===== src/rtl/pseudo_pad_serializer.sv =====
// Buffers pseudo-random words in a small FIFO and plays them out LSB-first as LANE-bit strobed
// beats on the user pads. Define PSEUDO_SER_FRAME_EN to prefix every word with an A5 sync beat.
module pseudo_pad_serializer #(
  parameter int WIDTH = 32,
  parameter int LANE  = 8,
  parameter int DEPTH = 4,
  parameter int DIV   = 4
) (
  input  logic                       wb_clk_i,
  input  logic                       wb_rst_ni,
  input  logic                       en_i,
  input  logic [WIDTH-1:0]           in_data_i,
  input  logic                       in_valid_i,
  output logic                       in_ready_o,
  input  logic                       pad_hold_i,
  output logic [LANE-1:0]            pad_data_o,
  output logic                       pad_strb_o,
  output logic [LANE:0]              pad_oeb_o,
  output logic [$clog2(DEPTH):0]     fifo_level_o,
  output logic                       busy_o
);

  localparam int BEATS = WIDTH / LANE;
  localparam int PTR_W = $clog2(DEPTH);
  localparam int LVL_W = $clog2(DEPTH) + 1;
  localparam int CNT_W = $clog2(2 * DIV) + 1;
  localparam int BC_W  = $clog2(BEATS) + 1;

  localparam logic [CNT_W-1:0] HALF_END  = CNT_W'(DIV - 1);
  localparam logic [BC_W-1:0]  LAST_BEAT = BC_W'(BEATS - 1);
  localparam logic [LVL_W-1:0] FULL_LVL  = LVL_W'(DEPTH);
`ifdef PSEUDO_SER_FRAME_EN
  localparam logic [CNT_W-1:0] FULL_END  = CNT_W'(2 * DIV - 1);
  localparam logic [LANE-1:0]  SYNC      = LANE'(8'hA5);
`endif

  typedef enum logic [1:0] {IDLE, FRAME, SETUP, STROBE} state_t;

  state_t              state_reg, state_next;
  logic [CNT_W-1:0]    cnt_reg, cnt_next;
  logic [BC_W-1:0]     bc_reg, bc_next;
  logic [WIDTH-1:0]    sr_reg, sr_next;
  logic [LANE-1:0]     data_reg, data_next;
  logic                strb_reg, strb_next;
  logic [LANE:0]       oeb_reg;
  logic                ready_reg;
  logic [LVL_W-1:0]    level_reg, level_next;
  logic [PTR_W-1:0]    wr_ptr_reg, rd_ptr_reg;
  logic [WIDTH-1:0]    mem [DEPTH];
  logic [WIDTH-1:0]    head;
  logic [WIDTH-1:0]    shifted;
  logic                push, pop, load;

  assign push    = in_valid_i & ready_reg;
  assign head    = mem[rd_ptr_reg];
  assign shifted = sr_reg >> LANE;

  always_ff @(posedge wb_clk_i) begin
    if (push) begin
      mem[wr_ptr_reg] <= in_data_i;
    end
  end

  always_comb begin
    level_next = level_reg;
    if (push && !pop) begin
      level_next = level_reg + LVL_W'(1);
    end else if (!push && pop) begin
      level_next = level_reg - LVL_W'(1);
    end
  end

  // Next-state and next-output logic; pad_hold_i freezes everything except the FIFO push side.
  always_comb begin
    state_next = state_reg;
    cnt_next   = cnt_reg;
    bc_next    = bc_reg;
    sr_next    = sr_reg;
    data_next  = data_reg;
    strb_next  = strb_reg;
    pop        = 1'b0;
    load       = 1'b0;
    if (!pad_hold_i) begin
      case (state_reg)
        IDLE: begin
          strb_next = 1'b0;
          load      = en_i && (level_reg != '0);
        end
`ifdef PSEUDO_SER_FRAME_EN
        FRAME: begin
          if (cnt_reg == FULL_END) begin
            cnt_next   = '0;
            strb_next  = 1'b0;
            data_next  = sr_reg[LANE-1:0];
            bc_next    = '0;
            state_next = SETUP;
          end else begin
            cnt_next = cnt_reg + CNT_W'(1);
            if (cnt_reg == HALF_END) begin
              strb_next = 1'b1;
            end
          end
        end
`endif
        SETUP: begin
          if (cnt_reg == HALF_END) begin
            cnt_next   = '0;
            strb_next  = 1'b1;
            state_next = STROBE;
          end else begin
            cnt_next = cnt_reg + CNT_W'(1);
          end
        end
        STROBE: begin
          if (cnt_reg == HALF_END) begin
            cnt_next  = '0;
            strb_next = 1'b0;
            if (bc_reg == LAST_BEAT) begin
              load = en_i && (level_reg != '0);
              if (!load) begin
                state_next = IDLE;
              end
            end else begin
              sr_next    = shifted;
              data_next  = shifted[LANE-1:0];
              bc_next    = bc_reg + BC_W'(1);
              state_next = SETUP;
            end
          end else begin
            cnt_next = cnt_reg + CNT_W'(1);
          end
        end
        default: state_next = IDLE;
      endcase
      // Word start: pop the head and show its first beat (or the sync beat) next cycle.
      if (load) begin
        pop       = 1'b1;
        sr_next   = head;
        cnt_next  = '0;
        bc_next   = '0;
        strb_next = 1'b0;
`ifdef PSEUDO_SER_FRAME_EN
        state_next = FRAME;
        data_next  = SYNC;
`else
        state_next = SETUP;
        data_next  = head[LANE-1:0];
`endif
      end
    end
  end

  always_ff @(posedge wb_clk_i or negedge wb_rst_ni) begin
    if (!wb_rst_ni) begin
      state_reg  <= IDLE;
      cnt_reg    <= '0;
      bc_reg     <= '0;
      sr_reg     <= '0;
      data_reg   <= '0;
      strb_reg   <= 1'b0;
      oeb_reg    <= '1;
      ready_reg  <= 1'b0;
      level_reg  <= '0;
      wr_ptr_reg <= '0;
      rd_ptr_reg <= '0;
    end else begin
      state_reg <= state_next;
      cnt_reg   <= cnt_next;
      bc_reg    <= bc_next;
      sr_reg    <= sr_next;
      data_reg  <= data_next;
      strb_reg  <= strb_next;
      oeb_reg   <= {(LANE + 1){~en_i}};
      // Ready looks at next occupancy so a full FIFO stays closed during the popping cycle.
      ready_reg <= (level_next != FULL_LVL);
      level_reg <= level_next;
      if (push) begin
        wr_ptr_reg <= wr_ptr_reg + PTR_W'(1);
      end
      if (pop) begin
        rd_ptr_reg <= rd_ptr_reg + PTR_W'(1);
      end
    end
  end

  assign in_ready_o   = ready_reg;
  assign pad_data_o   = data_reg;
  assign pad_strb_o   = strb_reg;
  assign pad_oeb_o    = oeb_reg;
  assign fifo_level_o = level_reg;
  assign busy_o       = (state_reg != IDLE);

endmodule


===== config.mk =====
export PLATFORM = sky130hd
export DESIGN_NAME = pseudo_pad_serializer
export DESIGN_NICKNAME = d
export VERILOG_FILES = /design/src/rtl/pseudo_pad_serializer.sv
export SDC_FILE = /design/constraint.sdc
export NUM_CORES = 1
export LEC_CHECK = 0
export CAP_MARGIN = 20
export CORE_ASPECT_RATIO = 1.4
export CORE_MARGIN = 3
export CORE_UTILIZATION = 60
export DETAILED_ROUTE_END_ITERATION = 10
export PLACE_DENSITY_LB_ADDON = 0.08
export RECOVER_POWER = 50
export SYNTH_ARGS = -nofsm -noshare
export SYNTH_HDL_FRONTEND = slang
export SYNTH_SLANG_ARGS = --single-unit

===== constraint.sdc =====
create_clock -name wb_clk_i -period 3.2 [get_ports wb_clk_i]
set_clock_uncertainty 0.05 [all_clocks]
set_input_delay 0.64 -clock wb_clk_i [delete_from_list [all_inputs] [get_ports wb_clk_i]]
set_output_delay 0.64 -clock wb_clk_i [all_outputs]
set_load 0.05 [all_outputs]

=== Word level (Yosys, flattened, before mapping) ===
Memories as Yosys holds them, arrays and structs flattened.
Cells that the tools add are included.

* Flip-flop bits (word level): 59
* Latch bits: 0
* RAM bits: 128
* Bits in read-only memories: 0
* Input bits: 37
* Output and inout port bits: 23
* Memories kept: 1

* Add/sub/neg operators: 6
* $mul: 0
* Div/mod/pow operators: 0
* Magnitude comparators: 0
* Equality and inequality tests: 10
* Shifts and indexed selects: 0
* Muxes and demuxes: 35
* Bitwise logic cells: 3
* Reduce and logical (&&, ||, !) cells: 17

{| class="wikitable"
|+ Memory list
! name !! words !! bits a word !! rd ports !! clocked after memory_dff !! write ports !! RTL line !! RTL
|-
| mem || 4 || 32 || 1 || 0 || 1 || 49 || <nowiki>logic [WIDTH-1:0] mem [DEPTH];</nowiki>
|}

{| class="wikitable"
|+ Operators with widths
! operator !! count
|-
| two-way mux 32 bit || 4
|-
| two-way mux 8 bit || 4
|-
| two-way mux 3 bit || 6
|-
| two-way mux 4 bit || 3
|-
| two-way mux 1 bit || 10
|-
| two-way mux 2 bit || 5
|-
| inequality test 3 bit, second input constant || 3
|-
| AND reduction 4 bit || 2
|-
| nonzero test 2 bit || 4
|-
| adder 3 x 1 -> 3 bit, second input constant || 2
|-
| one-hot mux 2 bit (3 select lines) || 1
|-
| AND reduction 5 bit || 1
|-
| adder 2 x 1 -> 2 bit, second input constant || 2
|-
| adder 4 x 1 -> 4 bit, second input constant || 1
|-
| equality test 2 bit, second input constant || 2
|-
| equality test 4 x 2 -> 1 bit, second input constant || 1
|-
| inequality test 4 bit, second input constant || 1
|-
| nonzero test 4 bit || 1
|-
| equality test 3 x 2 -> 1 bit, second input constant || 1
|-
| logical AND 1 bit || 3
|-
| one-hot mux 1 bit (3 select lines) || 1
|-
| nonzero test 3 bit || 1
|-
| subtractor 3 x 1 -> 3 bit, second input constant || 1
|-
| zero test 1 bit || 2
|-
| 8 further kinds || 9
|}

=== Logic depth before layout (Yosys ltp) ===
Gate-level depths: netlist of run 1.

* Depth after elaboration: 12
* Depth in mapped cells: 9
* Depth with buffers taken out: 7

=== Least setup slack after synthesis of run 1 ===
Ideal clock, no wire load.

* Path type: register -> register
* Start: reg level_reg[0] (netlist: fifo_level_o[0])
* End: reg bc_reg[2]
* Library setup time: 0.125 ns
* Arrival: 2.310 ns
* Required time: 3.025 ns
* Path slack: 0.716 ns
* Cell stages (with the launch flop): 9
* Buffers on the path: 1
* Period minus slack after synthesis: 2.484 ns
* Cells stage by stage: dfrtp_1 -> inv_1 -> ha_1 -> nand2b_1 -> nand2_1 -> a21o_1 -> a21oi_4 -> buf_4 -> mux2_2

* Longest elaborated chain between the ends: 8

{| class="wikitable"
|+ Ends and longest elaborated chain
! element !! RTL line !! RTL
|-
| start: declaration || 47 || <nowiki>logic [LVL_W-1:0] level_reg, level_next;</nowiki>
|-
| start signal: assignment || 176 || <nowiki>level_reg <= level_next;</nowiki>
|-
| nonzero test 3 bit * || 87, 119 ||
|-
| logical AND 1 bit * || 87, 119 ||
|-
| two-way mux 1 bit || 118 || <nowiki>if (bc_reg == LAST_BEAT) begin</nowiki>
|-
| two-way mux 1 bit || 115 || <nowiki>if (cnt_reg == HALF_END) begin</nowiki>
|-
| one-hot mux 1 bit (2 select lines) * || 84 || <nowiki>case (state_reg)</nowiki>
|-
| two-way mux 1 bit * || 83 || <nowiki>if (!pad_hold_i) begin</nowiki>
|-
| inequality test 2 x 1 -> 1 bit (no line) / nonzero test 2 bit (equally long branches) || - ||
|-
| AND reduction 4 bit (no line) || - ||
|-
| end signal: assignment || 169 || <nowiki>bc_reg <= bc_next;</nowiki>
|-
| end: declaration || 41 || <nowiki>logic [BC_W-1:0] bc_reg, bc_next;</nowiki>
|}

Mark *: on every way between the ends. The rest lies on a longest branch, timed or not. The select of a mux whose other input is x is not followed.
A chain may end at the register's enable or synchronous reset.

=== Worst setup path in the final report of run 1 ===
* Start: reg state_reg[0]
* End: out busy_o

* Longest elaborated chain between the ends: 1

{| class="wikitable"
|+ Ends and longest elaborated chain
! element !! RTL line !! RTL
|-
| start: declaration || 39 || <nowiki>state_t state_reg, state_next;</nowiki>
|-
| start signal: assignment || 167 || <nowiki>state_reg <= state_next;</nowiki>
|-
| nonzero test 2 bit || 191 || <nowiki>assign busy_o = (state_reg != IDLE);</nowiki>
|-
| end: declaration || 20 || <nowiki>output logic busy_o</nowiki>
|}

Every way passes these cells.

==> results of run 1 <==
-- power by group --
part	switching (µW)	internal (µW)	total [µW]
Combinational	1420	1230	2650
Sequential	323	3130	3460
Clock	905	1110	2010
Total	2650	5470	8120
-- placed cells by master (no fill, tap or decap), drive strengths merged, types with 5 or more instances in the layout --
master           n
dfrtp           50
xnor2            5
nand2            7
nor2             5
dlygate4sd3     34
clkdlybuf4s50   24
edfxtp         128
inv             21
mux2            51
ha              14
buf             10
clkbuf          20
mux4            32
a22o            10
-- worst max-delay path: stages, from the launching register on --
cell,delay [ns]
sky130_fd_sc_hd__dfrtp_1,0.39
sky130_fd_sc_hd__inv_1,0.08
sky130_fd_sc_hd__ha_1,0.27
sky130_fd_sc_hd__inv_1,0.09
sky130_fd_sc_hd__clkdlybuf4s50_1,0.80
-- cell families after synthesis --
| group | share of synthesized area |
|---|---|
| DFF | 0.689 |
| buffers and inverters | 0.0353 |
| muxes | 0.180 |
| adders and majority gates | 0.0264 |
| and+or+nand+nor | 0.0283 |
| AOI/OAI and AO/OA | 0.0360 |
| xor gates and xnor gates | 0.00589 |
-- layer usage --
| metal | global-route usage | up-vias |
|---|---|---|
| met5 | 0 | - |
| met4 | 0.0809 | 0 |
| met3 | 0.0466 | 14 |
| met2 | 0.369 | 91 |
| met1 | 0.257 | 1957 |
| li1 | - | 1667 |
-- through the flow --
| step | std cells | utilization |
|---|---|---|
| after floorplan | 402 | - |
| after global placement | 587 | 0.678 |
| after detailed placement | 587 | 0.678 |
| after CTS | 619 | 0.727 |
| after global routing | 619 | 0.727 |
| final | 619 | 0.727 |
-- worst paths after layout --
path	startpoint	to	slack [ns]	cells past startpoint
worst max-delay path	state_reg[0]	busy_o	0.46	4
worst min-delay path	sr_reg[18]	sr_reg[18]	0.46	1
worst max register to register	state_reg[0]	sr_reg[28]	0.84	7
worst min register to register	sr_reg[18]	sr_reg[18]	0.46	1
max in group asynchronous	wb_rst_ni	rd_ptr_reg[0]	1.79	2
min in group asynchronous	wb_rst_ni	state_reg[1]	0.48	1
-- final cells by class --
type / count / area (µm²)
clock buffer: 17 / 425
clock inverter: 15 / 161
fill: 772 / 3280
inverter: 13 / 48.8
multi-input combinational: 177 / 2060
sequential: 179 / 5120
tap: 147 / 184
timing repair buffer: 71 / 719
==> metrics.yaml, run 1 <==
timing:
  finalSetupViolCount: 0
  timing.final.max_slew_violations: 0
  max-slew-margin-rel: 0.0642
  period_utilisation_layout: 0.856
  clock.fmax_mhz: 365
  timing.hold.ws_ns: 0.456
  layout_min_cycle_time_ns: 2.74
  grt_setup_unrepaired: "false"
  timing.final.hold_violations: 0
  worst_slew_pin_slew_ns: 1.40
  final.setup.worst_slack_ns: 0.461
  setup_tns_ns: 0
synth:
  netlist-cell-type-count: 45
  synth_edf_count: 128
  synth_most_common_cell: "sky130_fd_sc_hd__edfxtp_1"
  number_of_synthesized_register_bits: 179
  synth_warnings: 0
  ys_dominant_reg_cell: "sky130_fd_sc_hd__edfxtp_1"
  syn_avg_cell_area_um2: 18.5
  synthesized_netlist_net_count: 453
  async_flop_share: 0.285
  synthTopCellsByCount: "128 x sky130_fd_sc_hd__edfxtp_1, 51 x sky130_fd_sc_hd__mux2_2, 50 x sky130_fd_sc_hd__dfrtp_1, 32 x sky130_fd_sc_hd__mux4_2, 20 x sky130_fd_sc_hd__buf_4"
  post-synth-top-area-fraction: 0.517
  synthCells: 402
  netlist.top_cell.by_area: "sky130_fd_sc_hd__edfxtp_1"
  yosys-top-cells-area: "sky130_fd_sc_hd__edfxtp_1 52%, sky130_fd_sc_hd__dfrtp_1 17%, sky130_fd_sc_hd__mux4_2 9.7%"
  synth-seq-area-share: 0.689
  synth.cell_area_um2: 7440
clock_tree:
  cts_resized: 0
  cts-buffers-inserted: 17
  clock_sink_count: 179
  clock_edge_transition_at_the_registers_on_the_reported_setup_and_hold_paths_ns: 0.07
  htreeDepth: 4
  clock_tree.buffer_depth: 2
  cts-hold-fix-buffers: 0
  tritoncts_clock_tree: "done"
  clock_root_cell: "sky130_fd_sc_hd__clkbuf_16"
  clk-insertion-delay-late_ns: 0.42
  cts_post_setup_buffers_inserted: 0
pwr:
  static-leakage-power_uw: 0.00322
  finalPower_uw: 8120
  worst_ir_drop_vdd_v: 0.000546
  power_density_nw_per_um2: 932
die:
  die_width_um: 100
  area_of_the_core_region_um2: 12000
  fp-row-count: 47
  start_util: 0.620
  design.portCount: 60
  die_y_um: 138
  die_area_um2: 13800
worst_setup_path:
  arrival_time_worst_endpoint_ns: 2.05
  critical_path.endpoint_type: "output port"
  worstSetupStartpointType: "flip-flop"
  worstPathMaxFanout: 4
  criticalPathCategory: "reg -> out"
  critical_path_required_ns: 2.51
placement:
  pre_cts_slack_ns: 0.452
  postPlaceCellArea_um2: 8140
  dpl.hpwl_um: 8170
  place_congestion: 0.828
  placement.io_buffers: 59
outcome:
  status: "finished, final reports clean"
route:
  vias: 3729
  detailedRoute.firstIterationViolations: 163
  wl_um: 13100
  drt_drc_violations_left: 0
  met3_wirelength_um: 494
  routed.top_layer: "met4"
  drt-pass1-iter-count: 4
  drt-wirelength-per-cell_um: 21.1
  dr_wl_met2_um: 7290
  routedLengthMet1_um: 5110
  drtAntennaViolNets: 0
  avgViaCountPerCell: 6.02
global_route:
  first_global_vias: 4011
  grt_antenna_before_repair: 0
  grt_max_degree: 34
  grt.total_usage: 0.211
  grt_first_pass_wirelength_um: 21300
  grt-ovfl-total: 0
cells_and_area:
  syn2layout_area_growth_pct: 17.2
  largest_reg_flops: 128
  antenna-diode-count: 0
  post_route_cells_drive_above_1_share: 0.286
  stdcell_area_um2: 8720
  nets: 510
worst_hold_path:
  holdCritPathClass: "reg -> reg"
job:
  drv.max_cap_violation_count: 0
Note: power is estimated with default switching activity, not from simulation.
==> run 2: changes to the inputs <==
--- a/config.mk
+++ b/config.mk
@@ -9,7 +9,9 @@
 export CORE_ASPECT_RATIO = 1.4
 export CORE_MARGIN = 3
 export CORE_UTILIZATION = 60
+export CTS_CLUSTER_DIAMETER = 150
 export DETAILED_ROUTE_END_ITERATION = 10
+export DONT_BUFFER_PORTS = 1
 export PLACE_DENSITY_LB_ADDON = 0.08
 export RECOVER_POWER = 50
 export SYNTH_ARGS = -nofsm -noshare
==> run 2 against run 1 <==
  * Sequential power up 7.5%
  * Clock-buffer cell count is 2 higher
  * Maximum frequency rose by 8.8%
  * Worst hold slack worse by 0.45 ns
  * Cell count down 9.0%
  * Critical endpoint is now sr_reg[13]
  * Largest power group unchanged
  * Highest routed layer unchanged
==> metrics.yaml, run 2 (synthesized netlist as in run 1, its figures left out) <==
cells_and_area:
  largest_reg_flops: 128
  antenna-diode-count: 0
  stdcell_count: 563
  syn2layout_area_growth_pct: 9.44
  stdcell_area_um2: 8140
  ff_latch_area_um2: 5130
  post_route_cells_drive_above_1_share: 0.322
  layout_common_cells: "128 x sky130_fd_sc_hd__edfxtp_1, 51 x sky130_fd_sc_hd__mux2_2, 49 x sky130_fd_sc_hd__dfrtp_1"
  nFillCells: 823
  nets: 454
  multi_input_area_um2: 2060
  mostFrequentLayoutCell: "sky130_fd_sc_hd__edfxtp_1"
placement:
  place.detailed.instances: 529
  place_congestion: 0.797
  dpl.hpwl_um: 8070
  pre_cts_slack_ns: 0.709
  postPlaceCellArea_um2: 7550
  placement.io_buffers: 0
timing:
  timing.final.max_slew_violations: 0
  clock.fmax_mhz: 397
  layout_min_cycle_time_ns: 2.52
  final.setup.worst_slack_ns: 0.683
  timing.final.hold_violations: 0
  grt_setup_unrepaired: "false"
  worst_slew_pin_slew_ns: 1.09
  setup_tns_ns: 0
  finalSetupViolCount: 0
  max-slew-margin-rel: 0.275
  period_utilisation_layout: 0.787
worst_setup_path:
  cp_slowest_cell: "sky130_fd_sc_hd__mux2_2"
  criticalPathCategory: "reg -> reg"
  worst_path_dominant_cell_family: "buffers and inverters"
  rr_worst_depth: 9
  worstSetupStartpointType: "flip-flop"
  worstSetupPathDepth: 9
  critical_path.cell_chain: "buf_4 > inv_1 > ha_1 > nand2b_1 > nand2_1 > nor2_2 > buf_4 > mux2_2 > mux2_2"
  cp_slowest_stage_delay_ns: 0.41
  arrival_time_worst_endpoint_ns: 2.77
  critical_path.endpoint_type: "flip-flop"
  worstPathMaxFanout: 29
  critical_path_required_ns: 3.46
  crit_buf_inv: 3
pwr:
  share_seq_of_total_power: 0.476
  power.share.clock: 0.248
  power_density_nw_per_um2: 962
  switching_share: 0.325
  worst_ir_drop_vdd_v: 0.000467
  p_sw_uw: 2540
  static-leakage-power_uw: 0.00298
  power.share.combinational: 0.277
  cell_internal_pwr_uw: 5290
die:
  fp-row-count: 47
  die_width_um: 100
  die_y_um: 138
  design.portCount: 60
  start_util: 0.620
  die_area_um2: 13800
  area_of_the_core_region_um2: 12000
global_route:
  grt-ovfl-total: 0
  grt.total_usage: 0.203
  grt_max_degree: 51
  grt_antenna_before_repair: 0
  first_global_vias: 3725
  grt_first_pass_wirelength_um: 20400
outcome:
  status: "finished, final reports clean"
clock_tree:
  clock_tree.buffer_depth: 2
  clk-insertion-delay-late_ns: 0.42
  cts_resized: 0
  tritoncts_clock_tree: "done"
  cts-hold-fix-buffers: 2
  clock_edge_transition_at_the_registers_on_the_reported_setup_and_hold_paths_ns: 0.07
  htreeDepth: 4
  clock_sink_count: 179
  cts_post_setup_buffers_inserted: 0
  clock_root_cell: "sky130_fd_sc_hd__clkbuf_16"
  cts-buffers-inserted: 17
route:
  vias: 3403
  avgViaCountPerCell: 6.04
  drtAntennaViolNets: 0
  drt_drc_violations_left: 0
  detailedRoute.firstIterationViolations: 171
  drt-pass1-iter-count: 4
  wl_um: 12600
  drt-wirelength-per-cell_um: 22.5
worst_hold_path:
  holdCritPathClass: "in -> async"
job:
  drv.max_cap_violation_count: 0
run 2: cell count changes in the layout (fill, tap and decap cells not counted), moves of 2 or more:
cell and change:
sky130_fd_sc_hd__dlygate4sd3_1 -33, sky130_fd_sc_hd__clkdlybuf4s50_1 -24, sky130_fd_sc_hd__inv_8 -2, sky130_fd_sc_hd__clkinv_2 +2, sky130_fd_sc_hd__clkbuf_1 +2, sky130_fd_sc_hd__buf_4 +3
sky130_fd_sc_hd__clkbuf_2 -2
run 2: power by group through the flow:
| stage | combinational [µW] | clock, µW | sequential, µW |
|---|---|---|---|
| floorplan | 1960 | 0 | 3460 |
| global placement | 2150 | 0 | 3750 |
| detailed placement | 2180 | 0 | 3780 |
| CTS | 2220 | 1980 | 3740 |
| global route | 2380 | 2070 | 3790 |
| finish | 2170 | 1940 | 3720 |
run 2: final timing paths:
kind,startpoint,to,slack (ns)
worst max-delay path,fifo_level_o[1],sr_reg[13],0.68
worst min-delay path,wb_rst_ni,fifo_level_o[2],0.009
worst max register to register,fifo_level_o[1],sr_reg[13],0.68
worst min register to register,sr_reg[18],sr_reg[18],0.45
max in group asynchronous,wb_rst_ni,pad_oeb_o[0],2.47
min in group wb_clk_i,en_i,pad_oeb_o[0],0.23
run 2: per-layer routing:
| layer | up-vias | part of all wire | track usage |
|---|---|---|---|
| met5 | - | 0 | 0 |
| met1 | 1758 | 0.39 | 0.240 |
| li1 | 1564 | - | - |
| met4 | 0 | 0.014 | 0.0674 |
| met2 | 64 | 0.55 | 0.360 |
| met3 | 17 | 0.042 | 0.0557 |
run 2: stage by stage:
stage                      util  hold WS [ns]  power [µW]
final                     0.678       0.00908        7830
after global routing      0.678        0.0109        8250
after CTS                 0.679        0.0128        7930
after detailed placement  0.629         0.296        5960
after global placement    0.629         0.296        5900
after floorplan               -         0.294        5420
run 2: final cells by class:
class                   count  share of cell area
repair buffers             15              0.0208
well taps                 147              0.0226
flip-flops and latches    179               0.630
clock inverters            13              0.0151
inverters                  13             0.00600
multi-input cells         177               0.253
clock buffers              19              0.0532
==> run 3: changes to the inputs <==
--- a/config.mk
+++ b/config.mk
@@ -8,7 +8,7 @@
 export CAP_MARGIN = 20
 export CORE_ASPECT_RATIO = 1.4
 export CORE_MARGIN = 3
-export CORE_UTILIZATION = 60
+export CORE_UTILIZATION = 57
 export CTS_CLUSTER_DIAMETER = 150
 export DETAILED_ROUTE_END_ITERATION = 10
 export DONT_BUFFER_PORTS = 1
==> constraint.sdc (replaced) <==
create_clock -name wb_clk_i -period 2.3 [get_ports wb_clk_i]
set_clock_uncertainty 0.05 [all_clocks]
set_input_delay 0.46 -clock wb_clk_i [delete_from_list [all_inputs] [get_ports wb_clk_i]]
set_output_delay 0.46 -clock wb_clk_i [all_outputs]
set_load 0.05 [all_outputs]
==> run 3 against run 2 <==
  * Global-route usage is 0.55 points lower
  * Clock-buffer cell count is 4 higher
  * Maximum frequency is 14% higher
  * Utilization is 1.1 points lower
  * Sequential cell count stayed put
  * Critical path depth is 1 lower
  * Critical path type unchanged
  * Largest cell class unchanged
==> metrics.yaml, run 3 (synthesized netlist as in run 1, its figures left out) <==
timing:
  worst_slew_pin_slew_ns: 1.32
  period_utilisation_layout: 0.963
  timing.final.hold_violations: 0
  layout_min_cycle_time_ns: 2.21
  finalSetupViolCount: 0
  clock.fmax_mhz: 452
  timing.final.max_slew_violations: 0
  max-slew-margin-rel: 0.119
pwr:
  static-leakage-power_uw: 0.00310
  power.share.combinational: 0.318
  switching_share: 0.321
  power_density_nw_per_um2: 1340
  share_seq_of_total_power: 0.445
  power.share.clock: 0.237
  worst_ir_drop_vdd_v: 0.000612
  finalPower_uw: 11200
  cell_internal_pwr_uw: 7610
  p_sw_uw: 3610
die:
  design.portCount: 60
  area_of_the_core_region_um2: 12600
  start_util: 0.593
  die_area_um2: 14500
  die_y_um: 141
  die_width_um: 103
  fp-row-count: 48
clock_tree:
  htreeDepth: 4
  tritoncts_clock_tree: "done"
  cts-buffers-inserted: 17
  clock_root_cell: "sky130_fd_sc_hd__clkbuf_16"
  clock_tree.buffer_depth: 2
  clk-insertion-delay-late_ns: 0.42
  clock_edge_transition_at_the_registers_on_the_reported_setup_and_hold_paths_ns: 0.06
  clock_sink_count: 179
placement:
  placement.io_buffers: 0
  dpl.hpwl_um: 7760
  place_congestion: 0.777
  place.detailed.instances: 540
worst_setup_path:
  arrival_time_worst_endpoint_ns: 2.47
  worstSetupStartpointType: "flip-flop"
  critical_path.cell_chain: "inv_2 > ha_4 > nor2b_2 > nand2_2 > nor2_4 > clkbuf_16 > mux2_2 > mux2_2"
  worstPathMaxFanout: 7
  critical_path_required_ns: 2.55
  cpMostUsedCell: "sky130_fd_sc_hd__mux2_2"
  critical_path.endpoint_type: "flip-flop"
  cp_slowest_cell: "sky130_fd_sc_hd__dfrtp_1"
  worst_path_dominant_cell_family: "multiplexers"
  criticalPathCategory: "reg -> reg"
  crit_buf_inv: 2
  cp_slowest_stage_delay_ns: 0.41
global_route:
  first_global_vias: 3785
  grt-ovfl-total: 0
  grt.total_usage: 0.198
  grt_max_degree: 52
  grt_first_pass_wirelength_um: 21000
  grt_antenna_before_repair: 0
outcome:
  status: "finished, final reports clean"
route:
  wl_um: 13200
  vias: 3530
  detailedRoute.firstIterationViolations: 189
  drtAntennaViolNets: 0
  drt-wirelength-per-cell_um: 22.5
  avgViaCountPerCell: 6.02
  drt_drc_violations_left: 0
  drt-pass1-iter-count: 4
worst_hold_path:
  holdCritPathClass: "in -> reg"
job:
  drv.max_cap_violation_count: 0
cells_and_area:
  nets: 474
  syn2layout_area_growth_pct: 12.6
  nFillCells: 855
  post_route_cells_drive_above_1_share: 0.374
  antenna-diode-count: 0
  stdcell_count: 586
  largest_reg_flops: 128
  layout_common_cells: "128 x sky130_fd_sc_hd__edfxtp_1, 51 x sky130_fd_sc_hd__mux2_2, 47 x sky130_fd_sc_hd__dfrtp_1"
  mostFrequentLayoutCell: "sky130_fd_sc_hd__edfxtp_1"
[run 3: layer usage]
layer,part of all wire,track usage,vias to the layer above
li1,-,-,1597
met1,0.41,0.256,1847
met2,0.53,0.328,70
met3,0.044,0.0505,16
met4,0.016,0.0622,0
met5,0,0,-
[run 3: area by class of cell]
| cell class | instances | area, µm² | area share |
|---|---|---|---|
| clock buffers | 23 | 478 | 0.0571 |
| inverters | 13 | 48.8 | 0.00583 |
| clock inverters | 9 | 70.1 | 0.00837 |
| flip-flops and latches | 179 | 5130 | 0.613 |
| multi-input cells | 177 | 2080 | 0.249 |
| repair buffers | 35 | 374 | 0.0447 |
| well taps | 150 | 188 | 0.0224 |
[run 3: path summary, 6_finish.rpt]
| path | start | to | slack, ns | depth (start not counted) |
|---|---|---|---|---|
| worst max-delay path | state_reg[0] | sr_reg[12] | 0.09 | 8 |
| worst min-delay path | en_i | pad_oeb_o[0] | 0.05 | 1 |
| worst max register to register | state_reg[0] | sr_reg[12] | 0.09 | 8 |
| worst min register to register | sr_reg[28] | sr_reg[28] | 0.45 | 1 |
| max in group asynchronous | wb_rst_ni | rd_ptr_reg[0] | 0.47 | 2 |
| min in group asynchronous | wb_rst_ni | state_reg[0] | 0.83 | 2 |
[run 3: through the flow]
| stage | instance area (µm²) | util | worst slack [ns] | hold slack [ns] | setup TNS, ns |
|---|---|---|---|---|---|
| floorplan | 7440 | - | 0.0104 | 0.114 | 0 |
| global placement | 7670 | 0.611 | 0.0831 | 0.116 | 0 |
| detailed placement | 7670 | 0.611 | 0.0283 | 0.116 | 0 |
| CTS | 8250 | 0.657 | 0.00667 | 0.0426 | 0 |
| global route | 8370 | 0.667 | -0.0187 | 0.0295 | -0.126 |
| finish | 8370 | 0.667 | 0.0853 | 0.0520 | 0 |
[run 3: timing repair]
action / 4_1_cts / 5_1_grt
hold endpoints to repair: 51 / 0
buffers inserted: 0 / 9
endpoints found under the setup margin: 0 / 28
gates resized for setup: 0 / 8
hold buffers: 2 / 0
[run 3: power groups by stage]
stage,clock network (µW),logic [µW],registers [µW]
after floorplan,0,2730,4820
after global placement,0,3320,5020
after detailed placement,0,3370,5060
after CTS,2700,3410,5000
after global routing,2850,3920,5070
final,2660,3570,4990
